$ cat src/rtl/commutator_pkg.sv
// Shared constants and FSM state encoding for the commutator route controller.
package commutator_pkg;

    localparam int NUM_IN_DEF  = 5;
    localparam int NUM_OUT_DEF = 3;
    localparam int SEL_W_DEF   = 3;

    typedef logic [0:0] state_t;

    localparam state_t ST_IDLE = 1'b0;
    localparam state_t ST_RUN  = 1'b1;

endpackage

$ cat src/rtl/commutator_ctrl_route_seq.sv
// Dwell/index sequencer: walks route-table entries 0..len, holding each for max(dwell,1) cycles.
module route_seq
    import commutator_pkg::*;
#(
    parameter int DEPTH   = 8,
    parameter int DWELL_W = 8,
    parameter int IDX_W   = 3
) (
    input  logic               clk,
    input  logic               rst_n,
    input  logic               start,
    input  logic               stop,
    input  logic [IDX_W-1:0]   len,
    input  logic [DWELL_W-1:0] dwell,
    output logic               busy,
    output logic               ctl_valid,
    output logic [IDX_W-1:0]   idx,
    output logic               load_en,
    output logic [IDX_W-1:0]   load_idx
);

    state_t             state_q, state_d;
    logic [IDX_W-1:0]   idx_q, idx_d;
    logic [IDX_W-1:0]   len_q, len_d;
    logic [DWELL_W-1:0] dwell_q, dwell_d;
    logic [DWELL_W-1:0] cnt_q, cnt_d;
    logic               valid_q, valid_d;

    always_comb begin
        state_d  = state_q;
        idx_d    = idx_q;
        len_d    = len_q;
        dwell_d  = dwell_q;
        cnt_d    = cnt_q;
        valid_d  = valid_q;
        load_en  = 1'b0;
        load_idx = idx_q;
        case (state_q)
            ST_IDLE: begin
                if (start && !stop) begin
                    state_d  = ST_RUN;
                    len_d    = (32'(len) > 32'(DEPTH - 1)) ? IDX_W'(DEPTH - 1) : len;
                    dwell_d  = (dwell == '0) ? DWELL_W'(1) : dwell;
                    cnt_d    = '0;
                    idx_d    = '0;
                    valid_d  = 1'b1;
                    load_en  = 1'b1;
                    load_idx = '0;
                end
            end
            ST_RUN: begin
                if (stop) begin
                    state_d = ST_IDLE;
                    valid_d = 1'b0;
                    cnt_d   = '0;
                end else if (cnt_q == dwell_q - DWELL_W'(1)) begin
                    cnt_d    = '0;
                    idx_d    = (idx_q == len_q) ? '0 : idx_q + IDX_W'(1);
                    load_en  = 1'b1;
                    load_idx = idx_d;
                end else begin
                    cnt_d = cnt_q + DWELL_W'(1);
                end
            end
            default: begin
                state_d = ST_IDLE;
                valid_d = 1'b0;
            end
        endcase
    end

    always_ff @(posedge clk) begin
        if (!rst_n) begin
            state_q <= ST_IDLE;
            idx_q   <= '0;
            len_q   <= '0;
            dwell_q <= '0;
            cnt_q   <= '0;
            valid_q <= 1'b0;
        end else begin
            state_q <= state_d;
            idx_q   <= idx_d;
            len_q   <= len_d;
            dwell_q <= dwell_d;
            cnt_q   <= cnt_d;
            valid_q <= valid_d;
        end
    end

    assign busy      = (state_q == ST_RUN);
    assign ctl_valid = valid_q;
    assign idx       = idx_q;

endmodule

$ cat src/rtl/commutator_ctrl.sv
// Route-table commutator controller: checked table writes plus a sequenced, registered control word.
module commutator_ctrl
    import commutator_pkg::*;
#(
    parameter int NUM_IN  = NUM_IN_DEF,
    parameter int NUM_OUT = NUM_OUT_DEF,
    parameter int SEL_W   = SEL_W_DEF,
    parameter int DEPTH   = 8,
    parameter int DWELL_W = 8
) (
    input  logic                       clk,
    input  logic                       rst_n,
    input  logic                       wr_valid,
    output logic                       wr_ready,
    input  logic [$clog2(DEPTH)-1:0]   wr_addr,
    input  logic [NUM_OUT*SEL_W-1:0]   wr_data,
    output logic                       wr_err,
    input  logic                       start,
    input  logic                       stop,
    input  logic [$clog2(DEPTH)-1:0]   len,
    input  logic [DWELL_W-1:0]         dwell,
    output logic [NUM_OUT*SEL_W-1:0]   control,
    output logic                       ctl_valid,
    output logic [$clog2(DEPTH)-1:0]   idx,
    output logic                       busy
);

    localparam int IDX_W  = $clog2(DEPTH);
    localparam int DATA_W = NUM_OUT * SEL_W;

    logic [DATA_W-1:0] table_q [DEPTH];
    logic [DATA_W-1:0] table_d [DEPTH];
    logic [DATA_W-1:0] control_q, control_d;
    logic              err_q, err_d;
    logic              wr_acc, field_bad;
    logic              load_en;
    logic [IDX_W-1:0]  load_idx;

    route_seq #(
        .DEPTH   (DEPTH),
        .DWELL_W (DWELL_W),
        .IDX_W   (IDX_W)
    ) u_seq (
        .clk       (clk),
        .rst_n     (rst_n),
        .start     (start),
        .stop      (stop),
        .len       (len),
        .dwell     (dwell),
        .busy      (busy),
        .ctl_valid (ctl_valid),
        .idx       (idx),
        .load_en   (load_en),
        .load_idx  (load_idx)
    );

    assign wr_ready = !busy;
    assign wr_acc   = wr_valid && wr_ready;

    // control loads from the post-write table so a write coincident with start is visible.
    always_comb begin
        field_bad = 1'b0;
        for (int unsigned k = 0; k < NUM_OUT; k++) begin
            if (32'(wr_data[k*SEL_W +: SEL_W]) >= 32'(NUM_IN)) field_bad = 1'b1;
        end
        table_d = table_q;
        if (wr_acc && !field_bad) table_d[wr_addr] = wr_data;
        err_d     = wr_acc && field_bad;
        control_d = load_en ? table_d[load_idx] : control_q;
    end

    always_ff @(posedge clk) begin
        if (!rst_n) begin
            for (int unsigned i = 0; i < DEPTH; i++) table_q[i] <= '0;
            control_q <= '0;
            err_q     <= 1'b0;
        end else begin
            table_q   <= table_d;
            control_q <= control_d;
            err_q     <= err_d;
        end
    end

    assign control = control_q;
    assign wr_err  = err_q;

endmodule

$ cat config.mk
export PLATFORM = sky130hd
export DESIGN_NAME = commutator_ctrl
export DESIGN_NICKNAME = d
export VERILOG_FILES = /design/src/rtl/commutator_pkg.sv /design/src/rtl/commutator_ctrl_route_seq.sv /design/src/rtl/commutator_ctrl.sv
export SDC_FILE = /design/constraint.sdc
export NUM_CORES = 1
export LEC_CHECK = 0
export CORE_MARGIN = 8
export CORE_UTILIZATION = 50
export DETAILED_ROUTE_END_ITERATION = 8
export GPL_TIMING_DRIVEN = 0
export PLACE_DENSITY_LB_ADDON = 0.12
export SETUP_SLACK_MARGIN = 0.2
export SLEW_MARGIN = 20
export SYNTH_ARGS = -nofsm -noshare
export SYNTH_HDL_FRONTEND = slang
export SYNTH_SLANG_ARGS = --single-unit
$ cat constraint.sdc
create_clock -name clk -period 5.7 [get_ports clk]
set_input_delay 0.57 -clock clk [delete_from_list [all_inputs] [get_ports clk]]
set_output_delay 0.57 -clock clk [all_outputs]
set_load 0.005 [all_outputs]
## Yosys cells after proc, flatten, opt, wreduce, memory -nomap -nowiden

Cells that the tools add are included.

| operators by class | value |
|---|---|
| add/sub/neg operators | 3 |
| multipliers | 0 |
| div/mod/pow operators | 0 |
| order comparisons | 6 |
| equal/unequal tests | 4 |
| shift operators | 0 |
| mux-type cells | 29 |
| bitwise operators | 3 |
| reduce and logical (&&, ||, !) cells | 11 |

Operators with widths:

| operator | number |
|---|---|
| 72-bit bitwise mux | 1 |
| 72-bit 2-to-1 mux | 1 |
| 8-bit 2-to-1 mux | 4 |
| 9-bit binary-select mux with 3-bit select | 1 |
| 9-bit demux with 3-bit select | 1 |
| 9-bit 2-to-1 mux | 3 |
| 8-bit case mux with 2 select lines | 1 |
| 3-bit 2-to-1 mux | 4 |
| 3-bit >= comparator (second input constant) | 3 |
| 1-bit 2-to-1 mux | 9 |
| 8-bit by 1-bit adder with 8-bit output (second input constant) | 1 |
| 8-bit == test | 1 |
| 4-bit >= comparator (second input constant) | 2 |
| 8-bit zero test | 1 |
| 3-bit inverter with 4-bit output | 2 |
| 8-bit by 1-bit subtractor with 8-bit output (second input constant) | 1 |
| 1-bit case mux with 2 select lines | 3 |
| 3-bit case mux with 2 select lines | 1 |
| 1-bit logical AND | 5 |
| 4-bit by 1-bit less-than comparator with 1-bit output (second input constant) | 1 |
| 2-bit AND reduction | 2 |
| 3-bit by 1-bit adder with 3-bit output (second input constant) | 1 |
| 3-bit == test | 1 |
| 1-bit zero test | 3 |
| other kinds (3) | 3 |

| word-level totals | value |
|---|---|
| flip-flop bits (word level) | 106 |
| bits in latches | 0 |
| RAM bits | 0 |
| bits in read-only memories | 0 |
| bits of input ports | 28 |
| output and inout bits | 16 |
| memories | 0 |

## Logic depth before layout (Yosys ltp)

| logic depth | value |
|---|---|
| depth after elaboration | 10 |
| depth in mapped cells | 13 |

## Hierarchy

A second synthesis with hierarchy kept.

| unflattened totals | value |
|---|---|
| cell total of the unflattened synthesis | 676 |
| area total of the unflattened synthesis | 5,348.9 um^2 |

By module, submodules not included:

| module | instances | cells each | area each (um^2) | sequential area each (um^2) |
|---|---|---|---|---|
| commutator_ctrl | 1 | 502 | 3,975.1 | 1,641.6 |
| route_seq | 1 | 174 | 1,373.8 | 480.5 |

## Least setup slack after synthesis

OpenSTA, ideal clock, no wires.

| timing | value |
|---|---|
| path type | register to register |
| start | register u_seq.dwell_q[0] |
| end | register control_q[0] (netlist: control[0]) |
| arrival time | 2,643 ps |
| data required time | 5,568 ps |
| path slack | 2,925 ps |
| cell stages (with the launch flop) | 14 |
| period minus slack after synthesis | 2,775 ps |
| cell sequence | dfxtp_1 > inv_1 > ha_1 > xnor2_1 > a211oi_2 > o211ai_1 > o31ai_2 > or2_1 > buf_4 > buf_8 > nor2_2 > a221o_1 > a31oi_1 > o211ai_1 |

| between the ends | value |
|---|---|
| word-level cells in the longest chain between the ends | 9 |
| elaborated cells on any way between the ends | 12 |
| classes of those cells | 1 x add/sub; 1 x eq/ne; 9 x mux; 1 x bitwise |

Ends and longest elaborated chain:

| what | line | RTL |
|---|---|---|
| start: declaration | commutator_ctrl_route_seq.sv:25 | `logic [DWELL_W-1:0] dwell_q, dwell_d;` |
| start signal: assignment | commutator_ctrl_route_seq.sv:84 | `dwell_q <= dwell_d;` |
| 8-bit by 1-bit subtractor with 8-bit output * | commutator_ctrl_route_seq.sv:56 | `end else if (cnt_q == dwell_q - DWELL_W'(1)) begin` |
| 8-bit == test * | commutator_ctrl_route_seq.sv:56 |  |
| 3-bit 2-to-1 mux | -- |  |
| 3-bit 2-to-1 mux | commutator_ctrl_route_seq.sv:52 | `if (stop) begin` |
| 3-bit case mux with 2 select lines | -- |  |
| 3-bit inverter with 4-bit output (not written as such) | commutator_ctrl.sv:69 | `control_d = load_en ? table_d[load_idx] : control_q;` |
| 9-bit binary-select mux with 3-bit select | commutator_ctrl.sv:69 |  |
| 9-bit 2-to-1 mux (not written as such) (2 in a row) | commutator_ctrl.sv:69 |  |
| end signal: assignment | commutator_ctrl.sv:79 | `control_q <= control_d;` |
| end: declaration | commutator_ctrl.sv:33 | `logic [DATA_W-1:0] control_q, control_d;` |

Every way passes the cells marked *; elsewhere a longest branch is shown, timed or not. The select of a mux whose other input is x is not followed.
A chain may end at the register's enable or synchronous reset.

## Worst setup path after layout

| timing | value |
|---|---|
| start | input port wr_data[1] |
| end | register control_q[0] (netlist: control[0]) |

| between the ends | value |
|---|---|
| word-level cells in the longest chain between the ends | 10 |

Ends and longest elaborated chain:

| what | line | RTL |
|---|---|---|
| start: declaration | commutator_ctrl.sv:16 | `input logic [NUM_OUT*SEL_W-1:0] wr_data,` |
| 3-bit >= comparator | commutator_ctrl.sv:64 | `if (32'(wr_data[k*SEL_W +: SEL_W]) >= 32'(NUM_IN)) field_bad = 1'b1;` |
| 1-bit 2-to-1 mux (3 in a row) | commutator_ctrl.sv:64 |  |
| 1-bit zero test | commutator_ctrl.sv:67 | `if (wr_acc && !field_bad) table_d[wr_addr] = wr_data;` |
| 1-bit logical AND | commutator_ctrl.sv:67 |  |
| 72-bit 2-to-1 mux | commutator_ctrl.sv:67 |  |
| 9-bit binary-select mux with 3-bit select | commutator_ctrl.sv:69 |  |
| 9-bit 2-to-1 mux (not written as such) (2 in a row) | commutator_ctrl.sv:69 |  |

Every way passes these cells. The select of a mux whose other input is x is not followed.

==> reports/results.ini <==
[critical_path]
r2r_cells=11
r2r-end=control[0]
cp-end-kind=flip-flop
r2r_start=u_seq.dwell_q[0]
regToRegSetupSlack_ns=1.87
worstSetupPathType=in -> reg
cp_max_fo=10
worstPathArrival_ns=4.20
critPathLaunchType=input port
crit_path_end=control[0]
setup.worst_path.start=wr_data[1]
worst_ep_required_time_ns=5.92

[final_layout]
multi_input_area_um2=3541
num-fill-cells=1064
drive_gt1_share_pct=6.412
finalInstanceArea_um2=6842
syn_to_final_growth_pct=15.33
n_antenna_cell=0
final_core_util_pct=59.41
finalNetCount=838
seq_area_um2=2122

[synthesis]
synth-edff-count=0
synth.distinct_cells=59
ys_seq_area_share_pct=35.77
yosysTopAreaCell=dfxtp_1
syn_area_per_cell_um2=7.867
ys_warn_count=0
syn_area_um2=5932
ys_top_cells_by_count=199 x nand2_1, 106 x dfxtp_1, 87 x a21boi_0
ys.flop_type=dfxtp_1
synth_cells=754
ys_ff_latch=106
synth-async-reset-ratio_pct=0
synth_most_common_cell=nand2_1
syn_nets=785
synth_area_leaders=dfxtp_1 36%, nand2_1 13%, a21boi_0 11%
synth_top_area_share_pct=35.77

[timing]
rsz0062_at_grt=false
worst_pin_slew_ns=1.040
min_period_ns=3.984
setup_viol=0
finalHoldViolCount=0
period_share_pct=69.90
finalSetupTns_ns=0
slew_headroom_pct=30.14
fin_ws_ns=1.716
finClkSkew_ns=0.008542
final_max_slew_viol_count=0
fmax_mhz=251.0

[die]
initial_core_util_pct=51.51
die_x_um=124.9
core_area_um2=11520
die_h_um=124.9
io_pins=44
dieArea_um2=15610
row_count=39

[clock_tree]
clock_latency_ns=0.36
cts_tree=built
cts_buffers=9
cts_buffer_depth=2
path_clk_slew_ns=0.06
postCtsHoldBufs=0
cts_resized=0
clock-root-buffer=clkbuf_16
cts.sinks=106
htreeDepth=3
post-cts-setup-buffer-count=0

[place]
portBuffers=42
pre_cts_ws_ns=1.481
place_area_um2=6531
gp_congestion=0.9050
hpwl_um=14370

[routing]
vias_per_cell=6.345
vias=6053
ant_nets=0
firstDrtPassIters=5
wirelength_um=20010
wire_per_inst_um=20.97
drcViolationCount=0
drt_iter0_drc=817

[global_route]
antenna_found_initial=0
grt-ovfl-total=0
grt_max_degree=16
grt_usage_pct=25.03
first_global_vias=5735
grt_pass1_wl_um=31330

[pwr]
swShare_pct=24.04
p_leak_nw=2.582
pwr-share-clk_pct=42.1
power_frac_seq_pct=48.9
max-vdd-ir-drop_mv=0.1770
p_switching_mw=0.3738
combPwrFrac_pct=9.0
power_density_nw_per_um2=227.3
power.internal_mw=1.181

[status]
status=finished, final reports clean

[run]
maxCapViolations=0

[min_path]
hp-class=reg -> reg

[per-layer routing]
layer	GRT usage (%)	wire (um)
met5	0	0
met4	9.742	577
met3	8.005	1901
met2	37.63	8630
met1	32.63	8896
[per-stage QoR]
stage,instances,hold slack (ns),power (mW)
after floorplan,754,0.4498,0.8536
after global placement,939,0.4583,0.9091
after detailed placement,939,0.4724,0.9128
after CTS,954,0.4813,1.555
final,954,0.4823,1.555
after global routing,954,0.5053,1.592
[area by class of cell]
type | instances | area share [%]
tap | 143 | 2.615
clock buffer | 13 | 3.950
sequential | 106 | 31.02
buffer | 57 | 3.676
clock inverter | 2 | 0.5121
timing repair buffer | 42 | 6.145
inverter | 6 | 0.3292
multi-input combinational | 585 | 51.76
[worst min path at each step]
stage | from | endpoint | slack, ns | cells after the start
final | table_q[28] | table_q[28] | 0.48 | 2
after global routing | table_q[29] | table_q[29] | 0.51 | 2
after CTS | u_seq.len_q[0] | u_seq.len_q[0] | 0.48 | 2
after detailed placement | u_seq.len_q[0] | u_seq.len_q[0] | 0.47 | 2
after global placement | table_q[20] | table_q[20] | 0.46 | 2
after floorplan | table_q[18] | table_q[18] | 0.45 | 2
[state kept, by name, indices dropped and copies added (netlist names)]
register,cells
u_seq.dwell_q,8
u_seq.cnt_q,8
wr_err,1
u_seq.ctl_valid,1
table_q,72
u_seq.idx,3
u_seq.len_q,3
control,9
u_seq.busy,1
[power groups by stage]
stage | registers [mW] | logic [mW] | clock network (mW)
detailed placement | 0.776 | 0.136 | 0
global route | 0.760 | 0.150 | 0.681
floorplan | 0.774 | 0.0800 | 0
finish | 0.760 | 0.140 | 0.655
CTS | 0.759 | 0.137 | 0.659
global placement | 0.776 | 0.133 | 0
[cell families after synthesis]
family                   count (synthesis)  synth area share, %
flip-flops                             106                35.77
AND/OR/NAND/NOR                        312                24.34
buffers and inverters                   63                4.619
adder cells (fa/ha/maj)                  3               0.6328
AO/OA/AOI/OAI                          257                32.71
XOR/XNOR                                13                1.919
[placed cells by master, fill, tap and decap left out, types with 3 or more instances in the layout]
master / synthesis / routed
a21oi_1: 24 / 24
a31oi_1: 19 / 19
o221a_1: 9 / 9
nand3_1: 9 / 9
dfxtp_1: 106 / 106
nor3_1: 7 / 6
or2_2: 5 / 5
clkdlybuf4s50_1: 0 / 42
o311a_1: 11 / 11
a21boi_0: 87 / 87
xor2_1: 7 / 7
buf_2: 12 / 12
clkbuf_16: 0 / 9
a221o_1: 9 / 9
nor2_1: 19 / 19
and2_1: 9 / 9
nand4b_1: 4 / 4
nand2_1: 199 / 199
o211a_1: 20 / 20
o21ai_0: 39 / 39
inv_1: 6 / 6
nand2b_1: 4 / 4
and3_1: 6 / 6
o211ai_1: 12 / 12
o21ai_1: 3 / 3
xnor2_1: 6 / 6
clkbuf_1: 41 / 42
clkbuf_8: 0 / 3
or3_1: 26 / 26
ha_1: 3 / 3
nand4_1: 11 / 11
o221a_2: 9 / 9
[worst max-delay path, cell delays in order]
cell and delay [ns]:
clkdlybuf4s50_1 0.47, o21ai_0 0.33, nand3_1 0.25, or2_2 0.33, clkbuf_1 0.17, nor2_1 0.71
nor2_1 0.40, a221o_1 0.43, a31oi_1 0.37, o211ai_1 0.17
(Power assumes the default switching activity.)
==> variant, RTL diff (config.mk and constraints unchanged) <==
`DWELL_W` is set to 8 in 2 places; all go to 6.
--- a/src/rtl/commutator_ctrl_route_seq.sv
+++ b/src/rtl/commutator_ctrl_route_seq.sv
@@ -3,7 +3,7 @@
     import commutator_pkg::*;
 #(
     parameter int DEPTH   = 8,
-    parameter int DWELL_W = 8,
+    parameter int DWELL_W = 6,
     parameter int IDX_W   = 3
 ) (
     input  logic               clk,
--- a/src/rtl/commutator_ctrl.sv
+++ b/src/rtl/commutator_ctrl.sv
@@ -6,7 +6,7 @@
     parameter int NUM_OUT = NUM_OUT_DEF,
     parameter int SEL_W   = SEL_W_DEF,
     parameter int DEPTH   = 8,
-    parameter int DWELL_W = 8
+    parameter int DWELL_W = 6
 ) (
     input  logic                       clk,
     input  logic                       rst_n,
Interface: changed (resized dwell); port bits go from 44 to 42. No check against the original RTL was run, so the function may have changed too.
==> variant against the unedited design <==
  * Cell area fell by 17%
  * Sequential share of layout area rose by 4.7 points
  * Sequential cell count fell by 4
  * Combinational power down 17%
  * Maximum frequency grew 8.6%
  * Worst setup slack gained 310 ps
  * Wire length down 24%
  * Synthesized area decreased by 15%
  * Total power fell by 16%
  * Highest routed layer unchanged
==> variant: results (changes against the unedited design) <==
** Timing
- The part of the cycle the worst path needs was 64.4% (was 69.9%).
- The final worst hold slack came to 458 ps (was 482 ps).

** Finish
- The net count of the finished layout was 684 (was 838).
- Fin cells :: 792 (was 954)
- The fraction of layout instances using a drive strength above 1 is 7.28% (was 6.41%).

** Global routing
- Largest net degree at the start of global routing :: 18 (was 16)
- Global-route wire length before repair :: 23900 um (was 31300 um)

** Worst setup path
- The largest delay contributor family on the critical path is compound AO/OA/AOI/OAI gates (was simple AND/OR/NAND/NOR gates).
- RR Endpoint :: control[2]$_SDFFE_PN0P_ (was control[0]$_SDFFE_PN0P_)
- Register-to-Register Setup Slack :: 2030 ps (was 1870 ps)
- The cell type of the slowest stage on the worst timing path was sky130_fd_sc_hd__dfxtp_1 (was sky130_fd_sc_hd__nor2_1).
- WP data arrival :: 3930 ps (was 4200 ps)

** Run status
- Status: finished clean (unchanged).

** Power and ir drop
- Logic power comb :: 0.116 mW (was 0.140 mW)
- VDD IR max :: 0.269 mV (was 0.177 mV)
- The share of total power in the clock network is 35.4% (was 42.1%).

** Route
- The routed wire length on met2 was 7050 um (was 8630 um).
- Routed metal-1 wirelength :: 6660 um (was 8900 um)

** Synthesis
- The number of unique standard cell types used by synthesis came to 56 (was 59).
- Cells taking the most area after synthesis :: sky130_fd_sc_hd__dfxtp_1 (41%), sky130_fd_sc_hd__nand2_1 (8.3%), sky130_fd_sc_hd__mux2i_1 (7.4%), sky130_fd_sc_hd__a21oi_1 (5.0%), sky130_fd_sc_hd__nor2_1 (3.9%) (was sky130_fd_sc_hd__dfxtp_1 (36%), sky130_fd_sc_hd__nand2_1 (13%), sky130_fd_sc_hd__a21boi_0 (11%), sky130_fd_sc_hd__o211a_1 (3.4%), sky130_fd_sc_hd__o21ai_0 (3.3%))
- Synthesized Nets :: 641 (was 785)
- Sequential fraction of the synthesis area :: 40.6% (was 35.8%)

** Place
- The post-place instance area was 5510 um^2 (was 6530 um^2).
- The placer's final routability congestion estimate is 0.934 (was 0.905).
- Pre-CTS setup slack :: 2170 ps (was 1480 ps)
- The half-perimeter wire length of the detailed placement result came to 10900 um (was 14400 um).
- The number of input and output port buffers inserted was 32 (was 42).
variant: cell types whose count changed after synthesis, sizes merged, moves of 18 or more:
cell,before,now
a21oi,24,52
nor2,20,56
o211a,20,1
a31oi,19,1
o21ai,42,10
mux2i,0,37
a21boi,87,1
nand2,199,111
o221a,18,0
a311oi,0,18
variant: how the worst max path moves through the flow:
stage	to	depth (start not counted)	from
CTS	control[5]$_SDFFE_PN0P_	11	u_seq.dwell_q[0]$_SDFFE_PN0P_
finish	control[2]$_SDFFE_PN0P_	11	u_seq.dwell_q[0]$_SDFFE_PN0P_
detailed placement	control[5]$_SDFFE_PN0P_	11	u_seq.dwell_q[0]$_SDFFE_PN0P_
floorplan	control[6]$_SDFFE_PN0P_	12	u_seq.dwell_q[0]$_SDFFE_PN0P_
global placement	control[6]$_SDFFE_PN0P_	10	wr_valid
global route	control[4]$_SDFFE_PN0P_	11	u_seq.dwell_q[0]$_SDFFE_PN0P_
variant: cell families (layout without fill, tap and decap cells):
| group | Yosys count | in the layout | synth area share [%] |
|---|---|---|---|
| buffers and inverters | 49 | 96 | 4.21 |
| AOI/OAI and AO/OA | 122 | 122 | 16.7 |
| xor gates and xnor gates | 13 | 13 | 2.41 |
| and+or+nand+nor | 286 | 286 | 27.9 |
| muxes | 37 | 37 | 7.37 |
| adders and majority gates | 3 | 3 | 0.747 |
| DFF | 102 | 102 | 40.6 |
variant: per-layer routing:
metal,GRT usage [%],up-vias
li1,-,2298
met1,29.4,2318
met2,37.6,172
met3,4.86,25
met4,7.69,0
met5,0,-
variant: layout make-up:
cell class                      count  area [um^2]
Clock buffer                        9          124
Timing Repair Buffer               32          320
Inverter                            4         15.0
Tap cell                          133          166
Multi-Input combinational cell    461         2770
Buffer                             45          196
Clock inverter                      6         71.3
Sequential cell                   102         2040
Fill cell                         958         4070
